===== src/rtl/mnist_result_checker_label_counter.sv =====
// ---------------------------------------------------------------------------
// label_counter
// Modulo-PERIOD up-counter with synchronous clear and count enable. Used to
// generate the expected label sequence 0..PERIOD-1 and equally usable as a
// decimal digit counter for the seven-segment display.
// Ports:
//   clk    - clock
//   rst    - asynchronous active-high reset, count returns to 0
//   clear  - synchronous clear to 0 (takes priority over enable)
//   enable - advance by one, wrapping PERIOD-1 -> 0
//   count  - current count value
// ---------------------------------------------------------------------------
module label_counter #(
    parameter int PERIOD = 10,
    parameter int W      = 4
) (
    input  logic         clk,
    input  logic         rst,
    input  logic         clear,
    input  logic         enable,
    output logic [W-1:0] count
);

    logic [W-1:0] count_q;
    logic [W-1:0] count_d;

    // Next count: clear wins, otherwise step and wrap at the top of the period.
    always_comb begin
        count_d = count_q;
        if (clear) begin
            count_d = '0;
        end else if (enable) begin
            if (count_q == W'(PERIOD - 1)) begin
                count_d = '0;
            end else begin
                count_d = count_q + W'(1);
            end
        end
    end

    // Count register, cleared asynchronously by reset.
    always_ff @(posedge clk or posedge rst) begin
        if (rst) begin
            count_q <= '0;
        end else begin
            count_q <= count_d;
        end
    end

    assign count = count_q;

endmodule


===== config.mk =====
export PLATFORM = sky130hd
export DESIGN_NAME = label_counter
export DESIGN_NICKNAME = d
export VERILOG_FILES = /design/src/rtl/mnist_result_checker_label_counter.sv
export SDC_FILE = /design/constraint.sdc
export NUM_CORES = 1
export LEC_CHECK = 0
export BUFFER_PORTS_ARGS = -buffer_cell sky130_fd_sc_hd__buf_4
export CORE_AREA = 2 2 39 41
export CTS_CLUSTER_SIZE = 8
export DETAILED_ROUTE_END_ITERATION = 16
export DIE_AREA = 0 0 41 43
export GPL_TIMING_DRIVEN = 1
export REMOVE_ABC_BUFFERS = 1
export SLEW_MARGIN = 30
export SYNTH_ARGS = -nofsm -noshare
export SYNTH_HDL_FRONTEND = slang
export SYNTH_SLANG_ARGS = --single-unit

===== constraint.sdc =====
create_clock -name clk -period 1.2 [get_ports clk]
set_clock_uncertainty 0.2 [all_clocks]
set_input_delay 0.18 -clock clk [delete_from_list [all_inputs] [get_ports clk]]
set_output_delay 0.18 -clock clk [all_outputs]
set_load 0.02 [all_outputs]

==> impl_results.md, run 1 <==
* Status: finished, violations left
* Failing checks: negative setup slack
* FMAX at 763 MHz
* Die ar. at 1760 sq um
* Routed metal-1 wire length at 268 um
* Number of I/O port buffers at 7
* Syn-to-layout area delta at 81.3%
* Finished Core Util at 31.6%
* Synth Area per Inst at 9.66 sq um
* Crit path max-delay family: flip-flops
* Final Worst Setup Slack at -0.110 ns
* Routed wl met3 at 21 um
* Hold Slack at 0.0730 ns
* RR Endpoint: count[2]
* Max reg flops at 4
* Post-DP HPWL at 452 um
* Worst slew pin tran at 0.212 ns
* Synth cell types at 13
* Worst Hold Depth at 3
* Sink Count at 4
* Vias at 252
* H-tree levels at 1
* Setup CP Type: reg2out
* Via density at 4.42
* Initial core utilization at 17.5%
* Worst EP arrival at 0.93 ns
* Synthesized instance count at 25
* Die width at 41 um
* Postcts setup bufs at 0
* Total CTS buffers at 3
* Core ar. at 1380 sq um
* Setup violators final at 7
* CP bufs+invs at 2
* First DRT Iteration DRCs at 1
* Slowest cell on the critical path: dfrtp_1
* Final Hold Viols at 0
* Placer Congestion at 0.768
* Pwr dens at 927 nW/um^2
* Routed len/inst at 11.7 um
* CP most frequent cell: buf_6
* Final std cells w/o fill at 57
* Worst-Skew Late Latency at 0.24 ns
* Max incr delay on CP at 0.42 ns
* Initial antenna violation count at 0
* Crit path cell chain: buf_6 -> buf_6
* First-pass GRT wire length at 1180 um
* Sequential fraction of the synthesis area at 41.5%
* NumNets Final at 49
* CP Launch Type: flop
* Hold_sp: enable
* Hold endpoint: count[0]
* Share of cells above drive strength 1 at 58.5%
* CTS Buffer Depth at 2
* Maximum VDD drop at 453 uV
* GRT Total Usage at 10.3%
* Antenna diodes at 0
* Max cap viols at 0
* Hold/Removal Path Class: in2reg
* Rel. slew slack at 85.8%
* R2R cell count at 4
* Clock Pin Slew Worst Setup and Hold Paths at 0.04 ns
* Pins Over Slew Limit at 0
* TritonRoute pass-1 iters at 5
* Post-layout min period at 1.31 ns
* Area of the multi-input gates at 160 sq um
* DR WL met2 at 375 um
* CP Capture Type: output pin
* RSZ-0062 raised after global routing: true
* Placed Cells at 52
* Routed Wire Length at 665 um
* Yosys Warn Count at 0
* Synthesized area at 241 sq um
* Critical path data required time at 0.82 ns
* Largest net degree at the start of global routing at 8
* Flop2flop setup slack at -0.11 ns
* Worst R2R Start: count[1]
* Vias in the first global route at 271
* Die Y at 43 um
* DR top layer: met3
* Row Count at 14
* Clock root buffer: clkbuf_4
* DR DRC count at 0
* Ports at 8
* CTS tree: built
* Register area at 103 sq um
* Worst-path fanout max at 4
* Yosys reg bits at 4
* GRT Residual Overflow at 0
* Final Cycle Share at 109%
* LEAKAGE at 0.183 nW
* Final ANT Viol Nets at 0
* Fillers at 142
cells by family after synthesis:
logic type                 Yosys count  synth area share (%)
buffers and inverters                2                  3.11
DFF                                  4                  41.5
AOI/OAI and AO/OA                    8                  20.7
and+or+nand+nor                      9                  24.4
adders and majority gates            2                  10.4
worst max path at each step:
stage                   from        to  slack (ns)  depth (start not counted)
floorplan           count[1]  count[2]       -0.22                          4
global placement    count[1]  count[3]       -0.09                          4
detailed placement  count[0]  count[2]       -0.13                          3
CTS                 count[0]  count[2]       -0.10                          4
global route        count[1]  count[2]       -0.16                          4
finish              count[1]  count[1]       -0.11                          2
cells in the final DEF (no fill, tap or decap), drive strengths merged:
master       netlist  final
and4b              1      1
clkbuf             0      3
a21boi             1      1
inv                2      2
nand2b             2      2
nand2              3      3
o21ai              2      2
dfrtp              4      4
a21oi              4      4
buf                0     11
a211o              1      1
ha                 2      2
dlygate4sd3        0      2
nand3b             3      3
layout make-up:
cell class | instances | area share (%)
Tap cell | 16 | 4.57
Multi-Input combinational cell | 19 | 36.6
Inverter | 2 | 1.71
Timing Repair Buffer | 13 | 28.6
Sequential cell | 4 | 23.4
Clock buffer | 3 | 5.14
worst register-to-register path, cell delays in order (launching register included):
cell and delay, ns:
dfrtp_1 0.41, inv_2 0.06, ha_4 0.16, a211o_1 0.27, a21oi_2 0.13
stage by stage:
step | TNS (ns) | power [mW] | setup slack, ns | area (sq um)
after detailed placement | -0.359 | 0.209 | -0.126 | 344
after floorplan | -0.629 | 0.173 | -0.218 | 241
after global routing | -0.922 | 0.427 | -0.157 | 438
after CTS | -0.572 | 0.403 | -0.105 | 412
after global placement | -0.281 | 0.208 | -0.0939 | 344
final | -0.587 | 0.406 | -0.110 | 438
where the power goes:
part	leakage [nW]	switching, mW	total [mW]	internal [mW]
Sequential	0.0515	0.00811	0.149	0.141
Combinational	0.117	0.0354	0.0814	0.0460
Clock	0.0138	0.0629	0.175	0.112
Total	0.183	0.106	0.406	0.299
Yosys cell counts:
master,number,share of area [%]
a21boi_0,1,3.1
dfrtp_1,4,41
o21ai_0,2,4.1
nand2b_1,2,5.2
nand3b_1,3,9.3
inv_1,2,3.1
and4b_1,1,4.1
nand2_2,1,2.6
a211o_1,1,3.6
a21oi_2,1,3.6
nand2_1,2,3.1
a21oi_1,3,6.2
ha_1,2,10
layer usage:
layer / track usage [%] / up-vias
met5: 0 / -
met4: 8.00 / 0
met3: 3.14 / 0
met2: 14.7 / 4
met1: 12.1 / 128
li1: - / 120
what timing repair did:
item                                    in CTS  in global routing
endpoints found under the setup margin       8                  8
hold buffers                                 2                  0
hold endpoints to repair                     8                  0
gates resized for setup                      7                 10
pin swaps                                    2                  7
gates cloned                                 0                  0
No activity file was read; power rests on OpenSTA's default activity.
==> run 2, diff against run 1 <==
Settings changed: ABC_AREA from default to 1, SLEW_MARGIN 30 to default.
==> impl_results.md, run 2 <==
* Mux cell area share after synthesis at 0%
* Routed len/inst at 9.04 um
* Slowest cell on the critical path: dfrtp_2
* Most frequent cells in the layout: nand2_1 (16), buf_4 (10), inv_1 (8), buf_6 (6), dfrtp_2 (4)
* CTS Buffer Depth at 2
* Row Count at 14
* Hold_sp: clear
* Clock root buffer: clkbuf_4
* Ports at 8
* Number of I/O port buffers at 7
* Hold Slack at 0.00959 ns
* Total CTS buffers at 3
* Worst slew pin tran at 0.146 ns
* Flop2flop setup slack at -0.06 ns
* Commonest non-fill, non-tap cell in the layout: nand2_1
* Worst-Skew Late Latency at 0.24 ns
* Synthesized instance count at 40
* Cell types occupying the most area after synthesis: dfrtp_1 (37%), nand2_1 (24%), inv_1 (13%)
* Largest net degree at the start of global routing at 5
* First-pass GRT wire length at 1120 um
* Synth Area in Adders at 9.35%
* FMAX at 765 MHz
* Post-Layout Inst Area at 495 sq um
* Post-DP Area at 370 sq um
* NumNets Final at 68
* Core ar. at 1380 sq um
* Final Cycle Share at 109%
* Top_reg_cell synth: dfrtp_1
* CTS tree: built
* Initial core utilization at 19.3%
* Post-synth top area share at 37.4%
* FFs w/ async S/R, synth at 100%
* Setup CP Type: reg2out
* Max cap viols at 0
* Max incr delay on CP at 0.44 ns
* Synth cell types at 9
* Largest family of logic cells by synthesized area: simple AND/OR/NAND/NOR gates
* Initial antenna violation count at 0
* R2R cell count at 6
* Commonest cells in the netlist: nand2_1 (17), inv_1 (9), dfrtp_1 (4), nand3_1 (3)
* Synthesized area at 268 sq um
* Worst EP arrival at 0.93 ns
* Placed Cells at 67
* Final ANT Viol Nets at 0
* Final std cells w/o fill at 76
* RSZ-0062 raised after global routing: true
* Final Worst Setup Slack at -0.107 ns
* Sequential fraction of the synthesis area at 37.4%
* Post-DP HPWL at 441 um
* Post-layout min period at 1.31 ns
* Vias at 296
* First DRT Iteration DRCs at 2
* Max reg flops at 4
* Hold endpoint: count[2]
* Crit path cell chain: buf_6 -> buf_6
* Pins Over Slew Limit at 0
* Worst-path fanout max at 4
* CP Capture Type: output pin
* Fillers at 158
* GRT Total Usage at 10.3%
* Worst R2R Start: count[0]
* Failing checks: negative setup slack
* RR Endpoint: count[2]
* Synth area leader: dfrtp_1
* Die Y at 43 um
* H-tree levels at 1
* Pwr dens at 848 nW/um^2
* Antenna diodes at 0
* Routed Wire Length at 687 um
* Worst Hold Depth at 3
* Clock Pin Slew Worst Setup and Hold Paths at 0.04 ns
* Maximum VDD drop at 325 uV
* TritonRoute pass-1 iters at 2
* Sink Count at 4
* Post-synthesis compound-gate area fraction at 2.80%
* Via density at 3.89
* Post-synthesis xor/xnor area fraction at 0%
* Final Hold Viols at 0
* Hold/Removal Path Class: in2reg
* Die width at 41 um
* Rel. slew slack at 90.3%
* Yosys Warn Count at 0
* Yosys reg bits at 4
* LEAKAGE at 0.263 nW
* Post-synth EDFFs at 0
* Die ar. at 1760 sq um
* Most common cell in the netlist: nand2_1
* Placer Congestion at 0.709
* Share of cells above drive strength 1 at 48.3%
* Syn-to-layout area delta at 85.0%
* Setup WS pre-CTS at -0.0820 ns
* CP Launch Type: flop
* Status: finished, violations left
* GRT Residual Overflow at 0
* DR DRC count at 0
* Post-synthesis simple-gate area fraction at 37.9%
* Vias in the first global route at 308
* Synth Area per Inst at 6.69 sq um
* Setup violators final at 6
* Critical path data required time at 0.82 ns
* CP most frequent cell: buf_6
==> run 2: cell types whose count changed in the layout (fill, tap and decap cells not counted), sizes merged, moves of 2 or more <==
cell | before | now
nand2 | 3 | 17
a21oi | 4 | 0
nand2b | 2 | 0
nand3 | 0 | 3
inv | 2 | 9
nor2 | 0 | 3
buf | 11 | 16
o21ai | 2 | 0
nand3b | 3 | 0
==> run 2: layout make-up <==
type                            count  area, sq um  share of cell area, %
Tap cell                           16         20.0                   4.04
Multi-Input combinational cell     27          161                   32.6
Sequential cell                     4          105                   21.2
Timing Repair Buffer               17          153                   30.8
Clock buffer                        3         22.5                   4.55
Inverter                            9         33.8                   6.82
==> run 2: report_power, final <==
part	internal [mW]	total (mW)	switching [mW]
clock network	0.112	0.165	0.0535
logic	0.0573	0.103	0.0454
registers	0.143	0.152	0.00946
total	0.312	0.420	0.108
==> run 2: logic make-up (layout without fill, tap and decap cells) <==
family / after synthesis / count (layout)
flops: 4 / 4
fa+ha+maj: 2 / 2
compound gates: 1 / 1
simple gates: 24 / 24
buf+inv: 9 / 29
==> run 2: worst max path at each step <==
stage                         from        to  slack (ns)  cells after the start
after global placement    count[1]  count[3]       -0.08                      7
after floorplan           count[1]  count[3]       -0.14                      7
after CTS                 count[0]  count[0]       -0.09                      2
final                     count[0]  count[0]       -0.11                      2
after global routing      count[0]  count[0]       -0.14                      2
after detailed placement  count[1]  count[3]       -0.08                      7
==> run 2: worst max-delay path, delay by kind of cell (launching register included) <==
kind / cells / cell delay [ns]
buffers and inverters: 2 / 0.25
flip-flops: 1 / 0.44
==> run 2: repair_timing <==
item | 4_1_cts | 5_1_grt
hold buffers | 1 | 0
endpoints found under the hold margin | 4 | 0
setup buffers | 5 | 0
resized for setup | 9 | 7
pin swaps | 0 | 5
setup endpoints to repair | 8 | 8
==> run 2: per-layer routing <==
metal  share of wire [%]  wire length (um)  global-route usage, %
met5                   0                 0                      0
met1                  42               291                   9.77
met4                 3.8                26                   12.0
met3                 6.6                45                   2.09
met2                  47               323                   15.6
==> run 2: stage by stage <==
| step | util (%) | TNS (ns) | power, mW |
|---|---|---|---|
| 6_report | 35.8 | -0.397 | 0.420 |
| 5_1_grt | 35.8 | -0.778 | 0.455 |
| 4_1_cts | 34.2 | -0.408 | 0.418 |
| 3_5_place_dp | 26.8 | -0.224 | 0.223 |
| 3_3_place_gp | 26.8 | -0.220 | 0.223 |
| 2_1_floorplan | - | -0.493 | 0.184 |
